## config.mk

```make
export PLATFORM = sky130hd
export DESIGN_NAME = movegen_sequencer
export DESIGN_NICKNAME = d
export VERILOG_FILES = /design/src/rtl/movegen_sequencer.sv
export SDC_FILE = /design/constraint.sdc
export NUM_CORES = 1
export LEC_CHECK = 0
export CORE_MARGIN = 4
export CORE_UTILIZATION = 56
export CTS_CLUSTER_DIAMETER = 50
export CTS_CLUSTER_SIZE = 20
export DETAILED_ROUTE_END_ITERATION = 10
export PLACE_DENSITY = 0.79
export SLEW_MARGIN = 20
export SYNTH_ARGS = -nofsm -noshare
export SYNTH_HDL_FRONTEND = slang
export SYNTH_SLANG_ARGS = --single-unit
```

## constraint.sdc

```tcl
create_clock -name clk -period 2.4 [get_ports clk]
set_input_delay 0.24 -clock clk [delete_from_list [all_inputs] [get_ports clk]]
set_output_delay 0.24 -clock clk [all_outputs]
set_load 0.005 [all_outputs]
```

## src/rtl/movegen_sequencer.sv

```systemverilog
// movegen_sequencer: drives the move-generator command port to enumerate every
// move of a position in MVV-LVA order, and forwards host board-setup commands
// onto the same port while idle.
// Optional feature: define MOVEGEN_CNT_EN to add the move_count[7:0] output.
//
// state    | meaning
// ---------+---------------------------------------------------------------
// S_IDLE   | host commands forwarded; waiting for start
// S_ENALL  | issue EN_ALL (re-enable every square)
// S_REMASK | scan k=0..63, issue SET_EN(k,0) for each exhausted victim
// S_FINDV  | issue FIND_V
// S_WAITV  | count down the response latency, then sample the victim
// S_FINDA  | issue FIND_A on the current victim
// S_WAITA  | count down the response latency, then sample the aggressor
// S_EMIT   | present (aggressor, victim) on the move stream until accepted
// S_DISA   | issue SET_EN(aggressor,0) so the next FIND_A skips it
// S_DONE   | pulse done, drop busy
module movegen_sequencer #(
  parameter int RESP_LAT = 9
) (
  input  logic       clk,
  input  logic       rst_n,
  input  logic       start,
  output logic       busy,
  output logic       done,
  output logic       illegal,
  input  logic       host_valid,
  output logic       host_ready,
  input  logic [7:0] host_addr,
  input  logic [7:0] host_data,
  output logic [7:0] cmd_addr,
  output logic [7:0] cmd_data,
  input  logic [7:0] resp,
  output logic       mv_valid,
  input  logic       mv_ready,
  output logic [5:0] mv_from,
  output logic [5:0] mv_to
`ifdef MOVEGEN_CNT_EN
  ,
  output logic [7:0] move_count
`endif
);

  localparam int CNT_W = $clog2(RESP_LAT + 1);
  localparam logic [CNT_W-1:0] LAT_LOAD = CNT_W'(RESP_LAT);

  typedef enum logic [3:0] {
    S_IDLE, S_ENALL, S_REMASK, S_FINDV, S_WAITV,
    S_FINDA, S_WAITA, S_EMIT, S_DISA, S_DONE
  } state_t;

  state_t           state_q, state_d;
  logic [5:0]       k_q, k_d;
  logic [CNT_W-1:0] cnt_q, cnt_d;
  logic [63:0]      mask_q, mask_d;
  logic             busy_q, busy_d;
  logic             done_q, done_d;
  logic             illegal_q, illegal_d;
  logic             host_ready_q, host_ready_d;
  logic [7:0]       cmd_addr_q, cmd_addr_d;
  logic [7:0]       cmd_data_q, cmd_data_d;
  logic             mv_valid_q, mv_valid_d;
  logic [5:0]       mv_from_q, mv_from_d;
  logic [5:0]       mv_to_q, mv_to_d;

  // Next-state and registered-output computation; mv_to_q doubles as the
  // current victim and mv_from_q as the current aggressor.
  always_comb begin
    state_d    = state_q;
    k_d        = k_q;
    cnt_d      = cnt_q;
    mask_d     = mask_q;
    busy_d     = busy_q;
    done_d     = 1'b0;
    illegal_d  = illegal_q;
    cmd_addr_d = 8'h00;
    cmd_data_d = 8'h00;
    mv_valid_d = mv_valid_q;
    mv_from_d  = mv_from_q;
    mv_to_d    = mv_to_q;
    case (state_q)
      S_IDLE: begin
        if (start) begin
          busy_d    = 1'b1;
          mask_d    = '0;
          illegal_d = 1'b0;
          state_d   = S_ENALL;
        end else if (host_valid && host_ready_q) begin
          cmd_addr_d = host_addr;
          cmd_data_d = host_data;
        end
      end
      S_ENALL: begin
        cmd_addr_d = 8'hC0;
        k_d        = 6'd0;
        state_d    = S_REMASK;
      end
      S_REMASK: begin
        if (mask_q[k_q]) begin
          cmd_addr_d = {6'b110100, k_q[5:4]};
          cmd_data_d = {k_q[3:0], 3'b000, 1'b0};
        end
        if (k_q == 6'd63) state_d = S_FINDV;
        else              k_d = k_q + 6'd1;
      end
      S_FINDV: begin
        cmd_addr_d = 8'hE0;
        cnt_d      = LAT_LOAD;
        state_d    = S_WAITV;
      end
      S_WAITV: begin
        if (cnt_q == '0) begin
          if (resp[7]) begin
            illegal_d = 1'b1;
            state_d   = S_DONE;
          end else if (resp[6]) begin
            state_d = S_DONE;
          end else begin
            mv_to_d = resp[5:0];
            state_d = S_FINDA;
          end
        end else begin
          cnt_d = cnt_q - CNT_W'(1);
        end
      end
      S_FINDA: begin
        cmd_addr_d = {6'b111100, mv_to_q[5:4]};
        cmd_data_d = {mv_to_q[3:0], 4'h0};
        cnt_d      = LAT_LOAD;
        state_d    = S_WAITA;
      end
      S_WAITA: begin
        if (cnt_q == '0) begin
          if (resp[6]) begin
            mask_d[mv_to_q] = 1'b1;
            state_d         = S_ENALL;
          end else begin
            mv_from_d  = resp[5:0];
            mv_valid_d = 1'b1;
            state_d    = S_EMIT;
          end
        end else begin
          cnt_d = cnt_q - CNT_W'(1);
        end
      end
      S_EMIT: begin
        if (mv_ready) begin
          mv_valid_d = 1'b0;
          state_d    = S_DISA;
        end
      end
      S_DISA: begin
        cmd_addr_d = {6'b110100, mv_from_q[5:4]};
        cmd_data_d = {mv_from_q[3:0], 3'b000, 1'b0};
        state_d    = S_FINDA;
      end
      S_DONE: begin
        done_d  = 1'b1;
        busy_d  = 1'b0;
        state_d = S_IDLE;
      end
      default: state_d = S_IDLE;
    endcase
    host_ready_d = (state_d == S_IDLE);
  end

  // State and output registers.
  always_ff @(posedge clk or negedge rst_n) begin
    if (!rst_n) begin
      state_q      <= S_IDLE;
      k_q          <= '0;
      cnt_q        <= '0;
      mask_q       <= '0;
      busy_q       <= 1'b0;
      done_q       <= 1'b0;
      illegal_q    <= 1'b0;
      host_ready_q <= 1'b0;
      cmd_addr_q   <= 8'h00;
      cmd_data_q   <= 8'h00;
      mv_valid_q   <= 1'b0;
      mv_from_q    <= '0;
      mv_to_q      <= '0;
    end else begin
      state_q      <= state_d;
      k_q          <= k_d;
      cnt_q        <= cnt_d;
      mask_q       <= mask_d;
      busy_q       <= busy_d;
      done_q       <= done_d;
      illegal_q    <= illegal_d;
      host_ready_q <= host_ready_d;
      cmd_addr_q   <= cmd_addr_d;
      cmd_data_q   <= cmd_data_d;
      mv_valid_q   <= mv_valid_d;
      mv_from_q    <= mv_from_d;
      mv_to_q      <= mv_to_d;
    end
  end

  assign busy       = busy_q;
  assign done       = done_q;
  assign illegal    = illegal_q;
  assign host_ready = host_ready_q;
  assign cmd_addr   = cmd_addr_q;
  assign cmd_data   = cmd_data_q;
  assign mv_valid   = mv_valid_q;
  assign mv_from    = mv_from_q;
  assign mv_to      = mv_to_q;

`ifdef MOVEGEN_CNT_EN
  logic [7:0] move_count_q, move_count_d;

  // Accepted-move counter: cleared on start, saturating at 255.
  always_comb begin
    move_count_d = move_count_q;
    if (state_q == S_IDLE && start)
      move_count_d = 8'h00;
    else if (mv_valid_q && mv_ready && move_count_q != 8'hFF)
      move_count_d = move_count_q + 8'd1;
  end

  // Counter register.
  always_ff @(posedge clk or negedge rst_n) begin
    if (!rst_n) move_count_q <= 8'h00;
    else        move_count_q <= move_count_d;
  end

  assign move_count = move_count_q;
`endif

endmodule

```

==> flow_summary.json, run 1 <==
{
  "status": "completed",
  "die_y_um": 108,
  "finalClockSkew_ps": 11.7,
  "vias": 4303,
  "fin_nets": 596,
  "post_cts_buffers": 0,
  "final.fill_count": 768,
  "track_usage": 0.258,
  "coreArea_sq_um": 9730,
  "tightest_slew_ps": 698,
  "start_util": 0.570,
  "utilization": 0.666,
  "clock-sinks": 111,
  "path_class": "register to register",
  "finalSetupTns_ps": 0,
  "final_hold_viol_count": 0,
  "routed_via_density": 6.12,
  "ys.flop_type": "dfrtp_1",
  "first_iter_violations": 477,
  "setup_viol": 0,
  "grt_pass1_vias": 4496,
  "hold_path.class": "input port to async pin",
  "ys_seq_area_frac": 0.501,
  "wl_per_cell_um": 19.6,
  "cts.clk_slew.worst_paths_ps": 100,
  "cts_tree": "yes",
  "dpl.hpwl_um": 9710,
  "synth-warning-count": 0,
  "drcViolationCount": 0,
  "cts_buffers": 9,
  "layout_commonest_cell": "dfrtp_1",
  "rows": 36,
  "layout_common_cells": "dfrtp_1, nor2_1, clkdlybuf4s50_1",
  "wl_um": 13800,
  "synth_cell_type_count": 62,
  "crit_required_ps": 2670,
  "rsz0062_at_grt": "no",
  "overflow": 0,
  "cts_root_buf": "clkbuf_8",
  "maxSlewHeadroom": 0.535,
  "dr.pass1.iters": 5,
  "clock.fmax_mhz": 434,
  "cp-end-kind": "register",
  "maxSlewViolCount": 0,
  "finalWeightedCongestion": 0.887,
  "clk_latency_ps": 380,
  "clockBufferDepth": 2,
  "postSynthAreaPerCell_sq_um": 10.9,
  "grt_max_degree": 53,
  "cp_top_family": "simple AND/OR/NAND/NOR gates",
  "layout_min_cycle_time_ps": 2310,
  "drv_cap": 0,
  "die_w_um": 108,
  "layout-drive-gt1-share": 0.147,
  "finalCritPeriodShare": 0.961,
  "power_density_nw_per_um2": 947,
  "crit_buf_inv": 1,
  "leakage_nw": 3.03,
  "syn_area_sq_um": 5550,
  "io_pins": 62,
  "cp_max_fo": 6,
  "syn-num-nets": 540,
  "max_stage_delay_ps": 510,
  "synth_edf_count": 0,
  "area_growth_syn_to_layout_pct": 16.8,
  "grt_pass1_wl_um": 23100,
  "cp-start-kind": "register",
  "n_antenna_cell": 0,
  "path_cells": "inv_1 > ha_1 > or3b_2 > nor3_1 > and4b_2 > mux2_2",
  "ir_drop_uv": 699,
  "numPortBuffers": 61,
  "drtAntennaViolNets": 0,
  "ctsHtreeMaxLevel": 3,
  "synth_seq_cells": 111,
  "crit_arrival_ps": 2580,
  "die_area_sq_um": 11600,
  "cpMaxStageDelayCell": "or3b_2",
  "antenna_found_initial": 0,
  "syn_inst": 509,
  "async_flop_share": 1.00
}
[power breakdown]
| part | internal, W | switching (W) |
|---|---|---|
| Combinational | 0.00114 | 0.00131 |
| Clock | 0.000437 | 0.000619 |
| Sequential | 0.00215 | 0.000476 |
| Total | 0.00373 | 0.00240 |
[per-layer routing]
metal	GRT usage	part of all wire	wire length [um]
met3	0.0480	0.069	945
met2	0.397	0.48	6620
met5	0	0	0
met4	0.112	0.028	380
met1	0.360	0.42	5840
[area by class of cell]
cell class / count / area (sq um) / share of cell area
sequential: 111 / 2780 / 0.429
multi-input combinational: 353 / 2520 / 0.390
timing repair buffer: 81 / 798 / 0.123
tap: 133 / 166 / 0.0257
clock buffer: 14 / 163 / 0.0251
inverter: 9 / 33.8 / 0.00522
clock inverter: 2 / 15.0 / 0.00232
[logic make-up (layout without fill, tap and decap cells)]
logic type	Yosys count	after routing	synth area share
AOI/OAI and AO/OA	121	121	0.145
xor gates and xnor gates	5	5	0.00789
adders and majority gates	2	2	0.00451
buffers and inverters	45	106	0.0449
DFF	111	111	0.501
muxes	40	40	0.0972
and+or+nand+nor	185	185	0.200
[metrics by stage]
| step | worst slack, ps | cells | cell area [sq um] | total power [W] | hold WS (ps) |
|---|---|---|---|---|---|
| after floorplan | 372 | 509 | 5550 | 0.00416 | -55.6 |
| after global placement | 234 | 686 | 6290 | 0.00498 | 263 |
| after detailed placement | 149 | 686 | 6290 | 0.00506 | 267 |
| final | 93.6 | 703 | 6480 | 0.00613 | 381 |
| after CTS | 102 | 703 | 6480 | 0.00612 | 384 |
| after global routing | 8.35 | 703 | 6480 | 0.00649 | 405 |
[state kept, by name (all words and copies together), names as in the netlist]
signal	count
mv_valid	1
host_ready	1
cnt_q	4
mask_q	64
busy	1
cmd_data	8
state_q	4
cmd_addr	8
k_q	6
illegal	1
mv_to	6
done	1
mv_from	6
[worst paths after layout]
| path | start | endpoint | slack (ps) | cells past startpoint |
|---|---|---|---|---|
| min in group clk | host_addr[5] | cmd_addr[5] | 390 | 3 |
| min reg2reg | mask_q[41] | mask_q[41] | 500 | 2 |
| min | rst_n | mask_q[14] | 380 | 2 |
| max in group asynchronous | rst_n | mv_to[5] | 1410 | 3 |
| max reg2reg | cnt_q[0] | mv_to[1] | 90 | 6 |
| max | cnt_q[0] | mv_to[1] | 90 | 6 |
[synth_stat cells (all sizes together) (3+ instances only)]
library cell	instances	area (sq um)
xnor2	3	26.3
nor2b	8	50.1
inv	8	30.0
nand4	7	43.8
mux4	8	203
mux2	13	146
dfrtp	111	2780
o211ai	4	45.1
mux2i	19	190
and2	9	56.3
clkbuf	10	37.5
a22o	4	35.0
buf	26	178
a221oi	3	26.3
nor4	5	58.8
nor3b	12	166
and3b	7	61.3
nand2	21	78.8
a21oi	63	338
o21ai	10	50.1
and4b	3	30.0
a22oi	12	104
nand3b	3	22.5
nor3	8	40.0
o21a	8	60.1
a31oi	7	58.8
nor2	79	309
nand3	11	55.1
[timing repair]
action / 4_1_cts / 5_1_grt
hold endpoints to repair: 38 / 0
setup endpoints to repair: 0 / 6
hold buffers: 1 / 0
gates resized for setup: 0 / 1
(Power assumes the default switching activity.)
==> run 2: changes to the inputs <==
--- a/config.mk
+++ b/config.mk
@@ -6,11 +6,12 @@
 export NUM_CORES = 1
 export LEC_CHECK = 0
 export CORE_MARGIN = 4
-export CORE_UTILIZATION = 56
+export CORE_UTILIZATION = 58
+export CTS_BUF_LIST = sky130_fd_sc_hd__clkbuf_8
 export CTS_CLUSTER_DIAMETER = 50
 export CTS_CLUSTER_SIZE = 20
 export DETAILED_ROUTE_END_ITERATION = 10
-export PLACE_DENSITY = 0.79
+export PLACE_DENSITY = 0.82
 export SLEW_MARGIN = 20
 export SYNTH_ARGS = -nofsm -noshare
 export SYNTH_HDL_FRONTEND = slang
==> run 2 against run 1 <==
  * Flip-flop and latch count stayed put
  * Global-route usage shrank 0.31 points
  * Sequential power decreased by 2%
  * First-iteration DRC count decreased by 23%
  * Critical path type unchanged
==> flow_summary.json, run 2 (synthesized netlist as in run 1, its figures left out) <==
{
  "die_w_um": 106,
  "dpl.hpwl_um": 9290,
  "hold_path.class": "input port to register",
  "coreArea_sq_um": 9280,
  "largest_reg_flops": 64,
  "setup_viol": 0,
  "grt_pass1_vias": 4437,
  "layout-drive-gt1-share": 0.154,
  "final_hold_viol_count": 0,
  "cts_root_buf": "clkbuf_8",
  "rsz0062_at_grt": "no",
  "clk_latency_ps": 380,
  "overflow": 0,
  "leakage_nw": 3.06,
  "largest-register": "mask_q",
  "crit_arrival_ps": 2500,
  "drtAntennaViolNets": 0,
  "power_density_nw_per_um2": 972,
  "ctsHtreeMaxLevel": 3,
  "grt_max_degree": 112,
  "cts_tree": "yes",
  "drv_cap": 0,
  "clock.fmax_mhz": 445,
  "layout_commonest_cell": "dfrtp_1",
  "dr.pass1.iters": 5,
  "status": "completed",
  "max_stage_delay_ps": 500,
  "clock-sinks": 111,
  "grt_pass1_wl_um": 22600,
  "start_util": 0.598,
  "antenna_found_initial": 0,
  "tightest_slew_ps": 620,
  "fin_nets": 598,
  "wl_per_cell_um": 19.4,
  "ir_drop_uv": 598,
  "numPortBuffers": 61,
  "io_pins": 62,
  "finalCritPeriodShare": 0.936,
  "clockBufferDepth": 2,
  "rows": 35,
  "n_antenna_cell": 0,
  "path_class": "register to register",
  "finalClockSkew_ps": 12.1,
  "track_usage": 0.255,
  "area_growth_syn_to_layout_pct": 17.4,
  "cp_top_family": "simple AND/OR/NAND/NOR gates",
  "crit_required_ps": 2660,
  "routed_via_density": 6.15,
  "first_iter_violations": 366,
  "die_y_um": 106,
  "finalSetupTns_ps": 0,
  "layout_common_cells": "dfrtp_1, nor2_1, clkdlybuf4s50_1",
  "drcViolationCount": 0,
  "final.fill_count": 676,
  "maxSlewHeadroom": 0.587,
  "cp-end-kind": "register",
  "crit_buf_inv": 1,
  "p_total_w": 0.00633,
  "cpMaxStageDelayCell": "or3b_2",
  "cts.clk_slew.worst_paths_ps": 110,
  "die_area_sq_um": 11200,
  "cp-start-kind": "register",
  "wl_um": 13600,
  "layout_min_cycle_time_ps": 2250,
  "vias": 4305,
  "cp_max_fo": 6,
  "path_cells": "inv_1 > ha_1 > or3b_2 > nor3_1 > and4b_2 > mux2_2",
  "finalWeightedCongestion": 0.950,
  "maxSlewViolCount": 0,
  "cts_buffers": 9
}
==> run 2: path summary, 6_finish.rpt <==
path / startpoint / endpoint / slack [ps] / depth (start not counted)
hold reg to reg: mask_q[29] / mask_q[29] / 500 / 2
max in group asynchronous: rst_n / mask_q[48] / 1460 / 3
min in group asynchronous: rst_n / mv_from[0] / 470 / 3
setup / recovery: cnt_q[0] / mv_to[2] / 150 / 6
setup reg to reg: cnt_q[0] / mv_to[2] / 150 / 6
hold / removal: host_addr[5] / cmd_addr[5] / 400 / 3
==> run 2: worst min-delay path, cell delays in order <==
cell             delay [ps]
clkdlybuf4s50_1         390
nand2_1                  50
nand2_1                  50
==> run 2: report_power, final <==
group          switching (W)  internal (W)  leakage [nW]
Sequential          0.000419       0.00216          1.51
Combinational        0.00140       0.00119          1.44
Clock               0.000649      0.000518         0.103
Total                0.00247       0.00387          3.06
==> run 2: area by class of cell <==
class	count	area [sq um]	area share
Multi-Input combinational cell	353	2520	0.388
Sequential cell	111	2780	0.427
Clock inverter	5	65.1	0.00999
Timing Repair Buffer	83	813	0.125
Inverter	9	33.8	0.00519
Tap cell	129	161	0.0248
Clock buffer	10	138	0.0211
==> run 2: timing repair <==
item                                    in CTS  in global routing
endpoints found under the setup margin       0                  2
endpoints found under the hold margin      111                  0
gates resized for setup                      0                  1
hold buffers                                 1                  0
setup buffers                                0                  0
==> run 2: metrics by stage <==
| stage | util | hold slack (ps) | cell area (sq um) | cells | setup WS [ps] |
|---|---|---|---|---|---|
| after floorplan | - | -55.6 | 5550 | 509 | 372 |
| after global placement | 0.678 | 354 | 6300 | 684 | 247 |
| after detailed placement | 0.678 | 358 | 6300 | 684 | 117 |
| after CTS | 0.701 | 394 | 6510 | 700 | 98.2 |
| after global routing | 0.701 | 400 | 6510 | 700 | 56.5 |
| final | 0.701 | 395 | 6510 | 700 | 154 |
==> run 2: metal layers <==
layer  vias up  share of wire  global-route usage
li1       1933              -                   -
met1      2154           0.43               0.354
met4         0          0.020              0.0823
met2       190           0.48               0.405
met3        28          0.071              0.0521
met5         -              0                   0
